**src/rtl/gonso_multi_pkg.sv**
```systemverilog
// gonso multi-channel engine: shared register map, state encoding and helpers.
// Imported by the register file and the sequencer.
package gonso_multi_pkg;

   localparam logic [31:0] GONSO_BASE_ADDR = 32'h3003_0000;

   localparam logic [7:0] CTRL      = 8'h00;
   localparam logic [7:0] STATUS    = 8'h04;
   localparam logic [7:0] START     = 8'h08;
   localparam logic [7:0] CH_BASE   = 8'h20;
   localparam logic [7:0] CH_STRIDE = 8'h10;

   localparam logic [3:0] OPERAND = 4'h0;
   localparam logic [3:0] STEP    = 4'h4;
   localparam logic [3:0] COUNT   = 4'h8;
   localparam logic [3:0] RESULT  = 4'hC;

   typedef enum logic {
      S_IDLE,
      S_RUN
   } eng_state_t;

   function automatic logic [31:0] sel_mask(input logic [3:0] sel);
      return {{8{sel[3]}}, {8{sel[2]}}, {8{sel[1]}}, {8{sel[0]}}};
   endfunction

endpackage

```
**src/rtl/gonso_multi_engine_if.sv**
```systemverilog
// Wishbone slave bundle for the gonso multi-channel engine.
// The master drives the request side, the slave returns data and ack.
interface gonso_multi_engine_if;

   logic        wbs_cyc_i;
   logic        wbs_stb_i;
   logic [31:0] wishbone_address;
   logic        wbs_we_i;
   logic [31:0] wbs_dat_i;
   logic [3:0]  wbs_sel_i;
   logic [31:0] wbs_dat_o;
   logic        wbs_ack_o;

   modport master (
      output wbs_cyc_i, wbs_stb_i, wishbone_address,
      output wbs_we_i, wbs_dat_i, wbs_sel_i,
      input  wbs_dat_o, wbs_ack_o
   );

   modport slave (
      input  wbs_cyc_i, wbs_stb_i, wishbone_address,
      input  wbs_we_i, wbs_dat_i, wbs_sel_i,
      output wbs_dat_o, wbs_ack_o
   );

endinterface

```
**src/rtl/gonso_multi_seq.sv**
```systemverilog
// Round-robin channel picker plus the shared accumulate engine.
// Works on latched copies so register writes only affect the next run.
module gonso_multi_seq
   import gonso_multi_pkg::*;
#(
   parameter int NCH   = 4,
   parameter int DSIZE = 32,
   parameter int CSIZE = 8,
   parameter int IW    = 2
) (
   input  logic                       clk,
   input  logic                       rst,
   input  logic                       en,
   input  logic [NCH-1:0]             pending,
   input  logic [NCH-1:0][DSIZE-1:0]  operand,
   input  logic [NCH-1:0][DSIZE-1:0]  step,
   input  logic [NCH-1:0][CSIZE-1:0]  count,
   output logic                       take,
   output logic [IW-1:0]              take_idx,
   output logic                       run,
   output logic [IW-1:0]              act,
   output logic                       res_we,
   output logic [IW-1:0]              res_idx,
   output logic [DSIZE-1:0]           res_val
);

   eng_state_t       state;
   logic [DSIZE-1:0] acc;
   logic [DSIZE-1:0] stp;
   logic [CSIZE-1:0] rem;
   logic [IW-1:0]    last;
   logic             found;

   // search starts one past the channel served last
   always_comb begin
      take_idx = '0;
      found    = 1'b0;
      for (int k = 1; k <= NCH; k++) begin
         if (!found && pending[(int'(last) + k) % NCH]) begin
            found    = 1'b1;
            take_idx = IW'((int'(last) + k) % NCH);
         end
      end
   end

   assign take    = (state == S_IDLE) && en && found;
   assign run     = (state == S_RUN);
   assign res_we  = run && en && (rem == '0);
   assign res_idx = act;
   assign res_val = acc;

   always_ff @(posedge clk or posedge rst) begin
      if (rst) begin
         state <= S_IDLE;
         acc   <= '0;
         stp   <= '0;
         rem   <= '0;
         act   <= '0;
         last  <= '0;
      end else if (!en) begin
         state <= S_IDLE;
      end else begin
         unique case (state)
            S_IDLE: begin
               if (found) begin
                  acc   <= operand[take_idx];
                  stp   <= step[take_idx];
                  rem   <= count[take_idx];
                  act   <= take_idx;
                  state <= S_RUN;
               end
            end
            S_RUN: begin
               if (rem != '0) begin
                  acc <= acc + stp;
                  rem <= rem - 1'b1;
               end else begin
                  last  <= act;
                  state <= S_IDLE;
               end
            end
         endcase
      end
   end

endmodule

```
**src/rtl/gonso_multi_engine.sv**
```systemverilog
// gonso multi-channel engine: Wishbone decode, register file and irq.
// The accumulate engine itself lives in gonso_multi_seq.
module gonso_multi_engine
   import gonso_multi_pkg::*;
#(
   parameter logic [31:0] BASE_ADDR = GONSO_BASE_ADDR,
   parameter int          NCH       = 4,
   parameter int          DSIZE     = 32,
   parameter int          CSIZE     = 8
) (
   input  logic                 clk,
   input  logic                 rst,
   gonso_multi_engine_if.slave  wb,
   output logic                 irq
);

   localparam int IW = (NCH > 1) ? $clog2(NCH) : 1;

   logic                      en, irq_en;
   logic [NCH-1:0]            pending, done, busy;
   logic [NCH-1:0]            pend_n, done_n, start_set, take_mask;
   logic [NCH-1:0]            clr_mask, set_mask;
   logic [NCH-1:0][DSIZE-1:0] operand, step, result;
   logic [NCH-1:0][CSIZE-1:0] count;

   logic             take, run, res_we;
   logic [IW-1:0]    take_idx, act, res_idx, ch;
   logic [DSIZE-1:0] res_val;

   logic        valid, wr;
   logic [31:0] off, wmask, rdata, wmerge;
   logic [7:0]  ch_off;
   logic        in_win, ch_hit;
   logic        hit_ctrl, hit_stat, hit_start;
   logic        hit_op, hit_step, hit_cnt, hit_res;

   assign valid  = wb.wbs_cyc_i & wb.wbs_stb_i;
   assign wr     = valid & ~wb.wbs_ack_o & wb.wbs_we_i;
   assign off    = wb.wishbone_address - BASE_ADDR;
   assign wmask  = sel_mask(wb.wbs_sel_i);
   assign in_win = (off[31:8] == 24'd0);
   assign ch_off = off[7:0] - CH_BASE;
   assign ch     = IW'(ch_off[7:4]);
   assign ch_hit = in_win && (off[7:0] >= CH_BASE)
                && (ch_off[7:4] < 4'(NCH));

   assign hit_ctrl  = in_win && (off[7:0] == CTRL);
   assign hit_stat  = in_win && (off[7:0] == STATUS);
   assign hit_start = in_win && (off[7:0] == START);
   assign hit_op    = ch_hit && (ch_off[3:0] == OPERAND);
   assign hit_step  = ch_hit && (ch_off[3:0] == STEP);
   assign hit_cnt   = ch_hit && (ch_off[3:0] == COUNT);
   assign hit_res   = ch_hit && (ch_off[3:0] == RESULT);

   always_comb begin
      for (int c = 0; c < NCH; c++)
         busy[c] = pending[c] | (run && act == IW'(c));
   end

   always_comb begin
      rdata = '0;
      unique case (1'b1)
         hit_ctrl: rdata[1:0] = {irq_en, en};
         hit_stat: begin
            rdata[NCH-1:0]  = busy;
            rdata[16+:NCH]  = done;
         end
         hit_op:   rdata[DSIZE-1:0] = operand[ch];
         hit_step: rdata[DSIZE-1:0] = step[ch];
         hit_cnt:  rdata[CSIZE-1:0] = count[ch];
         hit_res:  rdata[DSIZE-1:0] = result[ch];
         default:  rdata = '0;
      endcase
   end

   // byte-masked merge of the addressed register's current value
   assign wmerge = (rdata & ~wmask) | (wb.wbs_dat_i & wmask);

   always_comb begin
      start_set = '0;
      clr_mask  = '0;
      if (wr && hit_start && en)
         start_set = wb.wbs_dat_i[NCH-1:0] & wmask[NCH-1:0] & ~busy;
      if (wr && hit_stat)
         clr_mask = wb.wbs_dat_i[16+:NCH] & wmask[16+:NCH];
      take_mask = take ? (NCH'(1) << take_idx) : '0;
      set_mask  = res_we ? (NCH'(1) << res_idx) : '0;
      pend_n    = en ? ((pending & ~take_mask) | start_set) : '0;
      done_n    = (done & ~clr_mask) | set_mask;
   end

   always_ff @(posedge clk or posedge rst) begin
      if (rst) begin
         wb.wbs_ack_o <= 1'b0;
         wb.wbs_dat_o <= '0;
         en           <= 1'b0;
         irq_en       <= 1'b0;
         pending      <= '0;
         done         <= '0;
         operand      <= '0;
         step         <= '0;
         count        <= '0;
         result       <= '0;
         irq          <= 1'b0;
      end else begin
         if (valid && !wb.wbs_ack_o) begin
            wb.wbs_ack_o <= 1'b1;
            wb.wbs_dat_o <= rdata;
         end else begin
            wb.wbs_ack_o <= 1'b0;
         end
         if (wr && hit_ctrl) {irq_en, en} <= wmerge[1:0];
         if (wr && hit_op)   operand[ch]  <= wmerge[DSIZE-1:0];
         if (wr && hit_step) step[ch]     <= wmerge[DSIZE-1:0];
         if (wr && hit_cnt)  count[ch]    <= wmerge[CSIZE-1:0];
         if (res_we)         result[res_idx] <= res_val;
         pending <= pend_n;
         done    <= done_n;
         irq     <= irq_en & (|done);
      end
   end

   gonso_multi_seq #(
      .NCH   (NCH),
      .DSIZE (DSIZE),
      .CSIZE (CSIZE),
      .IW    (IW)
   ) u_seq (
      .clk      (clk),
      .rst      (rst),
      .en       (en),
      .pending  (pending),
      .operand  (operand),
      .step     (step),
      .count    (count),
      .take     (take),
      .take_idx (take_idx),
      .run      (run),
      .act      (act),
      .res_we   (res_we),
      .res_idx  (res_idx),
      .res_val  (res_val)
   );

endmodule

```
**src/flat_wrapper.sv**
```systemverilog
// flat-port wrapper written by rule: the top's interface ports become plain ports
module gonso_multi_engine_flat import gonso_multi_pkg::*;
#(
   parameter logic [31:0] BASE_ADDR = GONSO_BASE_ADDR,
   parameter int          NCH       = 4,
   parameter int          DSIZE     = 32,
   parameter int          CSIZE     = 8
)
  (clk, rst, irq, wb_wbs_cyc_i, wb_wbs_stb_i, wb_wishbone_address, wb_wbs_we_i, wb_wbs_dat_i, wb_wbs_sel_i, wb_wbs_dat_o, wb_wbs_ack_o);
  gonso_multi_engine_if wb_i ();
  input  logic clk;
  input  logic rst;
  output logic irq;
  input wire logic [$bits(wb_i.wbs_cyc_i)-1:0] wb_wbs_cyc_i;
  input wire logic [$bits(wb_i.wbs_stb_i)-1:0] wb_wbs_stb_i;
  input wire logic [$bits(wb_i.wishbone_address)-1:0] wb_wishbone_address;
  input wire logic [$bits(wb_i.wbs_we_i)-1:0] wb_wbs_we_i;
  input wire logic [$bits(wb_i.wbs_dat_i)-1:0] wb_wbs_dat_i;
  input wire logic [$bits(wb_i.wbs_sel_i)-1:0] wb_wbs_sel_i;
  output wire logic [$bits(wb_i.wbs_dat_o)-1:0] wb_wbs_dat_o;
  output wire logic [$bits(wb_i.wbs_ack_o)-1:0] wb_wbs_ack_o;
  assign wb_i.wbs_cyc_i = wb_wbs_cyc_i;
  assign wb_i.wbs_stb_i = wb_wbs_stb_i;
  assign wb_i.wishbone_address = wb_wishbone_address;
  assign wb_i.wbs_we_i = wb_wbs_we_i;
  assign wb_i.wbs_dat_i = wb_wbs_dat_i;
  assign wb_i.wbs_sel_i = wb_wbs_sel_i;
  assign wb_wbs_dat_o = wb_i.wbs_dat_o;
  assign wb_wbs_ack_o = wb_i.wbs_ack_o;
  gonso_multi_engine #(.BASE_ADDR(BASE_ADDR), .NCH(NCH), .DSIZE(DSIZE), .CSIZE(CSIZE)) u_core (.clk(clk), .rst(rst), .wb(wb_i), .irq(irq));
endmodule
```
**config.mk**
```make
export PLATFORM = sky130hd
export DESIGN_NAME = gonso_multi_engine_flat
export DESIGN_NICKNAME = d
export VERILOG_FILES = /design/src/rtl/gonso_multi_pkg.sv /design/src/rtl/gonso_multi_engine_if.sv /design/src/rtl/gonso_multi_seq.sv /design/src/rtl/gonso_multi_engine.sv /design/src/flat_wrapper.sv
export SDC_FILE = /design/constraint.sdc
export NUM_CORES = 1
export LEC_CHECK = 0
export CORE_ASPECT_RATIO = 0.75
export CORE_UTILIZATION = 35
export DETAILED_ROUTE_END_ITERATION = 12
export PLACE_DENSITY_LB_ADDON = 0.1
export SLEW_MARGIN = 10
export SYNTH_ARGS = -nofsm -noshare
export SYNTH_HDL_FRONTEND = slang
export SYNTH_HIERARCHICAL = 1
export SYNTH_SLANG_ARGS = --single-unit
```
**constraint.sdc**
```tcl
create_clock -name clk -period 13.85 [get_ports clk]
set_clock_uncertainty 0.05 [all_clocks]
set_input_delay 1.385 -clock clk [delete_from_list [all_inputs] [get_ports clk]]
set_output_delay 1.385 -clock clk [all_outputs]
set_load 0.1 [all_outputs]
```
==> metrics.csv <==
metric,value,unit
register area share after synthesis,47.2,%
Int Pwr,2680,uW
CP arrival,5.59,ns
clock-pin slew on the worst setup and hold paths,0.06,ns
Synth Cell Area,28400,sq um
PD cells,108,nW/um^2
Initial Util,35.4,%
DIE AREA,82400,sq um
WP data required,14.30,ns
initial antenna violation count,0,
port bufs,106,
final-stage net count,3000,
Layout Area Growth over Synthesis,13.5,%
Slew HR,11.4,%
Synth Instances,2886,
M1 GR Usage,38.3,%
Max rail drop VDD,0.000102,V
clk buf depth,3,
Final GP Congestion,0.822,
syn_area_per_cell,9.86,sq um
final slew viol count,0,
clock sink count,537,
iteration-0 DRC count of the detailed router,2237,
crit path max fanout,55,
met3 global-route usage,4.40,%
post-DP HPWL,64.1,mm
most used routing layer,met1,
setup TNS,0,ns
switching share of power,23.3,%
sequential share of power,44.9,%
Max Cap Viol,0,
Post-CTS Setup Bufs,0,
Async SR Flop Fraction,100,%
Rows,90,
vias,23300,
"Remaining Overflow, GRT",0,
core area,80400,sq um
"flops & latches, synth",537,
P_sw,817,uW
crit path time final,5.14,ns
DRC viols,0,
final setup fails,0,
grt met2 use,37.7,%
non-filler cells in the finished layout,3999,
vias in the first global route,23200,
first-pass GRT wire length,157,mm
root buf cell,clkbuf_16,
Clock power frac,50.3,%
Tcrit/Tclk final,37.1,%
total track usage,25.4,%
Total Power,3500,uW
total CTS buffers,59,
combinational power share,4.8,%
worst slew pin tran,1.33,ns
area of the multi-input gates,13800,sq um
CTS tree,built,
number of synthesized flops with an enable pin,0,
Synthesized Nets,2995,
min-delay worst type,flip-flop to flip-flop,
# diodes,0,
status,"complete, no violations",
die width,331,microns
IO Count,107,
Setup crit end kind,flip-flop,
FILL cells,7929,
Max Freq,195,MHz
yosys warns,6,
Most used DFF post-synth,dfrtp_1,
Leak Pwr,0.0144,uW
die height,249,microns
DRT Pass-1 Iters,6,
Fin. Hold Viols,0,
placed cells,3888,
Avg WL per Cell,26.2,microns
DRT Wirelength,105,mm
RSZ-0062 raised after global routing,no,
clk_lat worst skew,0.66,ns
largest net degree at the start of global routing,163,
Synth cell types,86,
hold buffer count at CTS,0,
post-route ant nets,0,
Seq. cell area,13400,sq um
vias per cell,5.84,
CP Launch Type,primary input,
Resized cells post-CTS,0,
layout cells sized above 1,16.8,%
worst-case hold slack,0.429,ns
critical path type,primary input to flip-flop,
H-tree depth,2,
==> worst max-delay path, cell delays in order <==
cell and delay [ns]:
clkdlybuf4s50_1 0.64, or4_4 0.73, o21ai_2 0.18, and3_2 0.19, buf_4 0.63, nand4_4 0.24, nor2_2 1.05, buf_4 0.40
a21oi_1 0.10
==> flip-flops by register name, indices dropped and copies added (netlist names), 8 cells and up <==
register	flops
u_core/result	128
u_core/step	128
u_core/u_seq/rem	8
u_core/operand	128
u_core/u_seq/res_val	32
u_core/u_seq/stp	32
u_core/count	32
u_core/wb.wbs_dat_o	32
==> through the flow <==
step,utilization (%),setup WS [ns],cell area [sq um]
6_report,40.2,8.71,32300
5_1_grt,40.2,8.63,32300
4_1_cts,40.1,8.71,32300
3_5_place_dp,37.5,8.05,30100
3_3_place_gp,37.5,8.12,30100
2_1_floorplan,-,6.19,28500
==> cell usage after synthesis, types with 9 or more instances <==
cell type  count  area [sq um]
and4_1        13           114
buf_6         15           169
and3_1        38           238
a31oi_1       20           125
nor2_1       290          1090
o22ai_1        9          56.3
ha_1          35           438
xor2_1        15           131
a22oi_1       45           338
o21ai_1       20           100
xnor2_1       15           131
buf_1         23          86.3
a21oi_1      253          1270
clkbuf_1      82           308
nand4_1       17           106
buf_4         34           255
mux4_2       104          2340
inv_1         25          93.8
a21o_1        16           120
a311oi_1      28           245
a21oi_2       45           394
nand2_1      591          2220
o21a_1        16           120
buf_2         44           220
o31ai_1       10          75.1
o21ai_0      105           526
nor3_1        11          55.1
nor4_1        13          81.3
mux2_2       130          1460
dfrtp_1      537         13400
nand3_1      148           741
==> cell usage in the layout, fill, tap and decap left out, types with 6 or more instances in the layout <==
master / netlist / final
clkbuf_16: 0 / 60
a21o_1: 16 / 15
nor4_1: 13 / 11
clkbuf_8: 3 / 17
o22ai_1: 9 / 9
buf_4: 34 / 43
a311oi_1: 28 / 28
a21oi_2: 45 / 46
clkinv_2: 0 / 12
nor2_1: 290 / 290
nand4_1: 17 / 17
o21a_1: 16 / 16
xnor2_1: 15 / 15
a21oi_1: 253 / 252
nand2b_1: 8 / 7
ha_1: 35 / 35
nand3_1: 148 / 147
mux2i_1: 6 / 6
mux2_2: 130 / 130
o31ai_1: 10 / 10
mux4_2: 104 / 104
a31oi_1: 20 / 20
dfrtp_1: 537 / 536
o211ai_1: 8 / 8
a22oi_1: 45 / 45
a32oi_1: 6 / 6
o21a_2: 8 / 8
inv_1: 25 / 21
and4_1: 13 / 13
clkbuf_1: 82 / 9
xor2_1: 15 / 15
o21ai_1: 20 / 20
clkdlybuf4s50_1: 0 / 104
nor3_1: 11 / 11
o21ai_0: 105 / 105
bufinv_16: 0 / 10
nand2_1: 591 / 589
and3_1: 38 / 37
==> cell families after synthesis <==
logic type	count (synthesis)	synth area share, %
compound gates	631	13.9
mux	240	13.6
flops	537	47.2
xor+xnor	30	0.924
simple gates	1178	18.2
buf+inv	234	4.50
fa+ha+maj	36	1.61
==> layout make-up <==
cell class	instances	share of cell area, %
sequential	537	41.6
multi-input combinational	2115	42.8
inverter	27	0.341
tap	1058	4.10
clock buffer	86	5.48
clock inverter	25	1.22
timing repair buffer	151	4.42
==> layer usage <==
layer / share of wire, % / wire (microns)
met1: 46 / 48500
met2: 44 / 45800
met3: 7.7 / 8000
met4: 2.2 / 2280
met5: 0 / 0
==> worst paths after layout <==
kind,start,cells past startpoint,slack [ns],end
setup reg to reg,u_core/u_seq/run,12,9.47,u_core/pending[0]
hold reg to reg,u_core/u_seq/stp[9],2,0.43,u_core/u_seq/stp[9]
setup / recovery,wb_wishbone_address[1],9,8.71,u_core/operand[113]
min in group asynchronous,rst,2,1.18,u_core/u_seq/res_val[21]
max in group asynchronous,rst,4,10.63,u_core/result[73]
hold / removal,u_core/u_seq/stp[9],2,0.43,u_core/u_seq/stp[9]
==> power groups by stage <==
stage / registers [uW] / clock network, uW / logic [uW]
detailed placement: 1600 / 0 / 170
floorplan: 1610 / 0 / 93.7
global route: 1570 / 1860 / 181
finish: 1570 / 1760 / 168
global placement: 1600 / 0 / 169
CTS: 1570 / 1800 / 171
Power figures use the tool's default switching activity.
